## config.mk

```make
export PLATFORM = sky130hd
export DESIGN_NAME = seq_detect_prog_flat
export DESIGN_NICKNAME = d
export VERILOG_FILES = /design/src/rtl/seq_detect_pkg.sv /design/src/rtl/seq_detect_prog_if.sv /design/src/rtl/sat_counter.sv /design/src/rtl/seq_detect_prog.sv /design/src/flat_wrapper.sv
export SDC_FILE = /design/constraint.sdc
export NUM_CORES = 1
export LEC_CHECK = 0
export ABC_AREA = 1
export CORE_ASPECT_RATIO = 1.5
export CORE_MARGIN = 1.5
export CORE_UTILIZATION = 50
export DETAILED_ROUTE_END_ITERATION = 10
export DONT_BUFFER_PORTS = 1
export GPL_ROUTABILITY_DRIVEN = 0
export GPL_TIMING_DRIVEN = 1
export HOLD_SLACK_MARGIN = 0.05
export PLACE_DENSITY = 0.77
export REMOVE_ABC_BUFFERS = 1
export SLEW_MARGIN = 0
export SYNTH_ARGS = -nofsm -noshare
export SYNTH_HDL_FRONTEND = slang
export SYNTH_SLANG_ARGS = --single-unit
```

## constraint.sdc

```tcl
create_clock -name clk -period 2.1 [get_ports clk]
set_input_delay 0.42 -clock clk [delete_from_list [all_inputs] [get_ports clk]]
set_output_delay 0.42 -clock clk [all_outputs]
set_load 0.02 [all_outputs]
```

## src/rtl/seq_detect_pkg.sv

```systemverilog
// Shared constants and helpers for the programmable sequence detector.
//   DEF_MAX_LEN / DEF_PATTERN / DEF_LEN / DEF_OVERLAP : power-on configuration
//   len_width() : bits needed to hold a length 0..max_len
//   clamp_len() : limits a requested length to max_len
package seq_detect_pkg;

  localparam int unsigned DEF_MAX_LEN = 8;
  localparam logic [DEF_MAX_LEN-1:0] DEF_PATTERN = 8'b0000_1011;
  localparam int unsigned DEF_LEN = 4;
  localparam logic DEF_OVERLAP = 1'b1;

  // Width of a length/fill field able to represent 0..max_len inclusive.
  function automatic int unsigned len_width(input int unsigned max_len);
    return $clog2(max_len + 1);
  endfunction

  // Lengths above the history depth cannot be checked, so saturate them.
  function automatic int unsigned clamp_len(input int unsigned len,
                                            input int unsigned max_len);
    return (len > max_len) ? max_len : len;
  endfunction

endpackage

```

## src/rtl/seq_detect_prog_if.sv

```systemverilog
// Serial-lane bundle for seq_detect_prog.
//   master: drives en, x, cfg_we, pattern_in, len_in, overlap_in, clr_cnt;
//           observes z, match_cnt
//   slave : the detector side (opposite directions)
interface seq_detect_prog_if
  import seq_detect_pkg::*;
#(
  parameter int unsigned MAX_LEN = DEF_MAX_LEN,
  parameter int unsigned CNT_W   = 8
);

  localparam int unsigned LEN_W = len_width(MAX_LEN);

  logic               en;
  logic               x;
  logic               cfg_we;
  logic [MAX_LEN-1:0] pattern_in;
  logic [LEN_W-1:0]   len_in;
  logic               overlap_in;
  logic               clr_cnt;
  logic               z;
  logic [CNT_W-1:0]   match_cnt;

  modport master (
    output en, x, cfg_we, pattern_in, len_in, overlap_in, clr_cnt,
    input  z, match_cnt
  );

  modport slave (
    input  en, x, cfg_we, pattern_in, len_in, overlap_in, clr_cnt,
    output z, match_cnt
  );

endinterface

```

## src/rtl/sat_counter.sv

```systemverilog
// Saturating up-counter with synchronous clear; clear beats increment.
//   clk, rst : clock, synchronous active-low reset
//   inc      : count one event (ignored once the counter is full)
//   clr      : force the count to zero
//   cnt      : registered count
module sat_counter #(
  parameter int unsigned CNT_W = 8
) (
  input  logic             clk,
  input  logic             rst,
  input  logic             inc,
  input  logic             clr,
  output logic [CNT_W-1:0] cnt
);

  localparam logic [CNT_W-1:0] CNT_MAX = '1;

  always_ff @(posedge clk) begin
    if (!rst) begin
      cnt <= '0;
    end else if (clr) begin
      cnt <= '0;
    end else if (inc && (cnt != CNT_MAX)) begin
      cnt <= cnt + CNT_W'(1);
    end
  end

endmodule

```

## src/rtl/seq_detect_prog.sv

```systemverilog
// Programmable serial bit-sequence detector with a Moore match flag and a
// saturating match counter.
//   clk, rst : clock, synchronous active-low reset
//   bus      : seq_detect_prog_if.slave
//              en/x        qualified serial bit
//              cfg_we      load pattern_in/len_in/overlap_in, flush detector
//              clr_cnt     clear match_cnt
//              z           registered match flag
//              match_cnt   saturating number of matches
module seq_detect_prog #(
  parameter int unsigned        MAX_LEN     = seq_detect_pkg::DEF_MAX_LEN,
  parameter int unsigned        CNT_W       = 8,
  parameter logic [MAX_LEN-1:0] DEF_PATTERN = MAX_LEN'(seq_detect_pkg::DEF_PATTERN),
  parameter int unsigned        DEF_LEN     = seq_detect_pkg::DEF_LEN,
  parameter logic               DEF_OVERLAP = seq_detect_pkg::DEF_OVERLAP
) (
  input  logic             clk,
  input  logic             rst,
  seq_detect_prog_if.slave bus
);

  import seq_detect_pkg::*;

  localparam int unsigned      LEN_W    = len_width(MAX_LEN);
  localparam logic [LEN_W-1:0] FILL_MAX = LEN_W'(MAX_LEN);
  localparam logic [LEN_W-1:0] RST_LEN  = LEN_W'(clamp_len(DEF_LEN, MAX_LEN));

  logic [MAX_LEN-1:0] pattern_q;
  logic [LEN_W-1:0]   len_q;
  logic               overlap_q;
  logic [MAX_LEN-1:0] history_q;
  logic [LEN_W-1:0]   fill_q;
  logic               z_q;

  logic               accept_c;
  logic [MAX_LEN-1:0] history_nxt;
  logic [LEN_W-1:0]   fill_inc;
  logic [LEN_W-1:0]   fill_nxt;
  logic               mismatch_c;
  logic               match_c;

  // Next-state of the detector for an accepted bit, and the match decision on it.
  always_comb begin
    accept_c    = bus.en && !bus.cfg_we;
    history_nxt = {history_q[MAX_LEN-2:0], bus.x};
    fill_inc    = (fill_q == FILL_MAX) ? fill_q : fill_q + LEN_W'(1);
    mismatch_c  = 1'b0;
    // Only the low len_q bits take part; the newest bit lines up with pattern bit 0.
    for (int unsigned i = 0; i < MAX_LEN; i++) begin
      if (i < 32'(len_q)) begin
        mismatch_c = mismatch_c | (history_nxt[i] ^ pattern_q[i]);
      end
    end
    match_c  = (len_q != '0) && (fill_inc >= len_q) && !mismatch_c;
    // Non-overlap mode restarts the window so the next match needs fresh bits.
    fill_nxt = (match_c && !overlap_q) ? '0 : fill_inc;
  end

  // Configuration, history, fill and the Moore flag.
  always_ff @(posedge clk) begin
    if (!rst) begin
      pattern_q <= DEF_PATTERN;
      len_q     <= RST_LEN;
      overlap_q <= DEF_OVERLAP;
      history_q <= '0;
      fill_q    <= '0;
      z_q       <= 1'b0;
    end else if (bus.cfg_we) begin
      pattern_q <= bus.pattern_in;
      len_q     <= LEN_W'(clamp_len(32'(bus.len_in), MAX_LEN));
      overlap_q <= bus.overlap_in;
      history_q <= '0;
      fill_q    <= '0;
      z_q       <= 1'b0;
    end else if (bus.en) begin
      history_q <= history_nxt;
      fill_q    <= fill_nxt;
      z_q       <= match_c;
    end
  end

  assign bus.z = z_q;

  // Match counter; a coincident clr_cnt drops the match from the count.
  sat_counter #(
    .CNT_W (CNT_W)
  ) u_match_cnt (
    .clk (clk),
    .rst (rst),
    .inc (accept_c && match_c),
    .clr (bus.clr_cnt),
    .cnt (bus.match_cnt)
  );

endmodule
```

## src/flat_wrapper.sv

```systemverilog
// flat-port wrapper written by rule: the top's interface ports become plain ports
module seq_detect_prog_flat import seq_detect_pkg::*;
#(
  parameter int unsigned        MAX_LEN     = seq_detect_pkg::DEF_MAX_LEN,
  parameter int unsigned        CNT_W       = 8,
  parameter logic [MAX_LEN-1:0] DEF_PATTERN = MAX_LEN'(seq_detect_pkg::DEF_PATTERN),
  parameter int unsigned        DEF_LEN     = seq_detect_pkg::DEF_LEN,
  parameter logic               DEF_OVERLAP = seq_detect_pkg::DEF_OVERLAP
)
  (clk, rst, bus_en, bus_x, bus_cfg_we, bus_pattern_in, bus_len_in, bus_overlap_in, bus_clr_cnt, bus_z, bus_match_cnt);
  seq_detect_prog_if #(.MAX_LEN(MAX_LEN), .CNT_W(CNT_W)) bus_i ();
  input  logic clk;
  input  logic rst;
  input wire logic [$bits(bus_i.en)-1:0] bus_en;
  input wire logic [$bits(bus_i.x)-1:0] bus_x;
  input wire logic [$bits(bus_i.cfg_we)-1:0] bus_cfg_we;
  input wire logic [$bits(bus_i.pattern_in)-1:0] bus_pattern_in;
  input wire logic [$bits(bus_i.len_in)-1:0] bus_len_in;
  input wire logic [$bits(bus_i.overlap_in)-1:0] bus_overlap_in;
  input wire logic [$bits(bus_i.clr_cnt)-1:0] bus_clr_cnt;
  output wire logic [$bits(bus_i.z)-1:0] bus_z;
  output wire logic [$bits(bus_i.match_cnt)-1:0] bus_match_cnt;
  assign bus_i.en = bus_en;
  assign bus_i.x = bus_x;
  assign bus_i.cfg_we = bus_cfg_we;
  assign bus_i.pattern_in = bus_pattern_in;
  assign bus_i.len_in = bus_len_in;
  assign bus_i.overlap_in = bus_overlap_in;
  assign bus_i.clr_cnt = bus_clr_cnt;
  assign bus_z = bus_i.z;
  assign bus_match_cnt = bus_i.match_cnt;
  seq_detect_prog #(.MAX_LEN(MAX_LEN), .CNT_W(CNT_W), .DEF_PATTERN(DEF_PATTERN), .DEF_LEN(DEF_LEN), .DEF_OVERLAP(DEF_OVERLAP)) u_core (.clk(clk), .rst(rst), .bus(bus_i));
endmodule
```

==> run metrics <==
routed len/inst=13.2 µm; endpoints failing hold=0; critical path's slowest cell=dfxtp_4; Max VDD drop=0.000603 V; Seq cells post-synth=33; most area-consuming cells after synthesis=dfxtp_1 38%, nand2_1 13%, a21oi_1 7.3%; fin nets=284; Synth Warn #=0; Clk Latency, worst-skew pair=0.29 ns; CP max FO=5; clock sinks=33; Reg clk slew, reported paths=0.07 ns; GRT Util Overall=0.230; Critical Path Most Common Cell=nand2_2; CTS Root Cell=clkbuf_8; dpl cells=290; global-route wire length before repair=6.59 mm; post-CTS setup buffers=0; minimum clock period=2.07 ns; largest net degree at the start of global routing=17; Unique masters post-synth=26; DIE AREA=0.00382 mm²; Die Height=74.9 µm; fill count=315; Pwr Total=1.28 mW; layout cells sized above 1=0.154; Slew Limit Fails=0; Post-Route WL=3.94 mm; # setup viols final=0; Worst Clk Skew=0.00419 ns; detailed-route DRC error count=0; Crit Path Class=register to register; Via Count=1,591; critical path's largest stage delay=0.38 ns; # IOs=28; most area-hungry cell type in the Yosys netlist=dfxtp_1; post-route clock period utilization=0.987; WHS=0.209 ns; worst slew pin tran=0.517 ns; Inserted Clock Buffers=5; Routed Antenna Nets=0; Place WS=-0.000578 ns; CTS Buffer Depth=2; crit-path cells=inv_4 > ha_4 > nand2_2 > nor2_2 > xor2_1 > ha_2 > o21bai_1 > nand3_1 > nand3_2 > nand3_4 > or2_4 > nand2_2 > a21oi_2; Startpoint Class=register; Mapped Area=0.00172 mm²; post-synth top area share=0.383; Max Freq=0.483 GHz; Synth Area per Inst=6.95 µm²; min-delay worst type=input pin to register; Critical Path Sink Type=register; pwr dens=646 mW/mm²; Core Region=0.00322 mm²; hold buffers post-CTS=0; Diodes inserted=0; FP Rows=25; H-Tree Depth=2; Die Wd=50.9 µm; CTS tree=done; Initial Util=0.535; Setup WS post-layout=0.0283 ns; fin cells=299; Critical path buffers and inverters=1; Port Buffers=0; status=completed; Critical Path AT=2.25 ns; Post-Synthesis Cells=248; utilization of the core after routing=0.616; Req. time, crit path=2.28 ns; Max-cap violations=0; CP top delay family=simple AND/OR/NAND/NOR gates; initial antenna violation count=0; hpwl dp=2.84 mm; via count of the first global-routing pass=1,568; area growth from synthesis to layout=15.2%; RSZ-0062 raised after global routing=yes; total grt overflow=0; Via-to-Cell Ratio=5.32; initial DRC count=32; Slew HR=0.654; Lkg Pwr=0.862 nW; register area share after synthesis=0.383; DR pass1 iterations=4
==> cell usage in the layout, fill, tap and decap left out, drive strengths merged <==
cell     n
nand4    2
clkinv   4
xor2     9
nor4     1
a21oi   25
xnor2    3
nand3   21
a32o     1
a211oi   1
dfxtp   33
inv     33
nor2    26
o21bai   1
buf      7
o211ai   1
o21ai   15
nand3b   1
ha       7
or2      1
nand2   61
clkbuf   6
==> report_power, final <==
| group | internal (mW) | switching [mW] |
|---|---|---|
| registers | 0.648 | 0.0167 |
| clock network | 0.230 | 0.240 |
| logic | 0.0537 | 0.0951 |
==> per-stage QoR <==
| step | setup TNS, ns | cell area, µm² |
|---|---|---|
| 2_1_floorplan | 0 | 1700 |
| 3_3_place_gp | 0 | 1810 |
| 3_5_place_dp | -0.000578 | 1810 |
| 4_1_cts | 0 | 1900 |
| 5_1_grt | -0.515 | 1990 |
| 6_report | 0 | 1990 |
==> routing by layer <==
metal / wire, µm / up-vias / global-route usage
met5: 0 / - / 0
met3: 136 / 15 / 0.0556
li1: - / 811 / -
met4: 152 / 0 / 0.141
met2: 2040 / 33 / 0.403
met1: 1620 / 732 / 0.247
==> repair_timing <==
item,in CTS,in global routing
hold endpoints to repair,0,0
endpoints found under the setup margin,6,13
gates resized for setup,1,22
cloned,1,0
pin swaps,1,9
==> synth_stat cells <==
cell type  instances
nand3b_1           1
clkbuf_1           4
nand3_2            1
nor2_1            21
nand4_2            1
nor4_1             1
dfxtp_1           33
nand2_1           61
inv_1             31
xnor2_1            3
nor2_2             3
nand3_1           20
nand4_1            1
o211ai_1           1
nor2_4             1
a211oi_1           1
ha_1               7
xor2_1             9
o21ai_0           15
or2_1              1
a32o_1             1
buf_2              1
o21bai_1           1
inv_2              2
a21oi_1           25
clkinv_1           2
==> registers in the layout, summed over array words and instances, names as in the netlist <==
signal and count:
u_core.pattern_q 8, u_core.u_match_cnt.cnt 8, u_core.history_q 7, u_core.fill_q 4, u_core.len_q 4, u_core.bus.z 1, u_core.overlap_q 1
==> area by class of cell <==
cell class              count  area (µm²)  area share
clock inverters             2        10.0     0.00504
inverters                  35         134      0.0674
clock buffers               6        72.6      0.0365
repair buffers              7        52.6      0.0265
multi-input cells         176        1000       0.504
flip-flops and latches     33         666       0.335
well taps                  40        50.0      0.0252
==> final timing paths <==
check	from	to	slack [ns]	depth (start not counted)
setup / recovery	u_core.fill_q[0]$_SDFFE_PP0P_	u_core.fill_q[1]$_SDFFE_PP0P_	0.03	13
hold / removal	bus_en	u_core.history_q[3]$_SDFFE_PP0P_	0.21	1
setup reg to reg	u_core.fill_q[0]$_SDFFE_PP0P_	u_core.fill_q[1]$_SDFFE_PP0P_	0.03	13
hold reg to reg	u_core.pattern_q[5]$_SDFFE_PN0P_	u_core.pattern_q[5]$_SDFFE_PN0P_	0.48	2
==> cell families after synthesis <==
group,after synthesis,synth area share
AND/OR/NAND/NOR,112,0.282
flip-flops,33,0.383
AO/OA/AOI/OAI,44,0.135
adder cells (fa/ha/maj),7,0.0508
buffers and inverters,40,0.0878
XOR/XNOR,12,0.0610
Note: power is estimated with default switching activity, not from simulation.
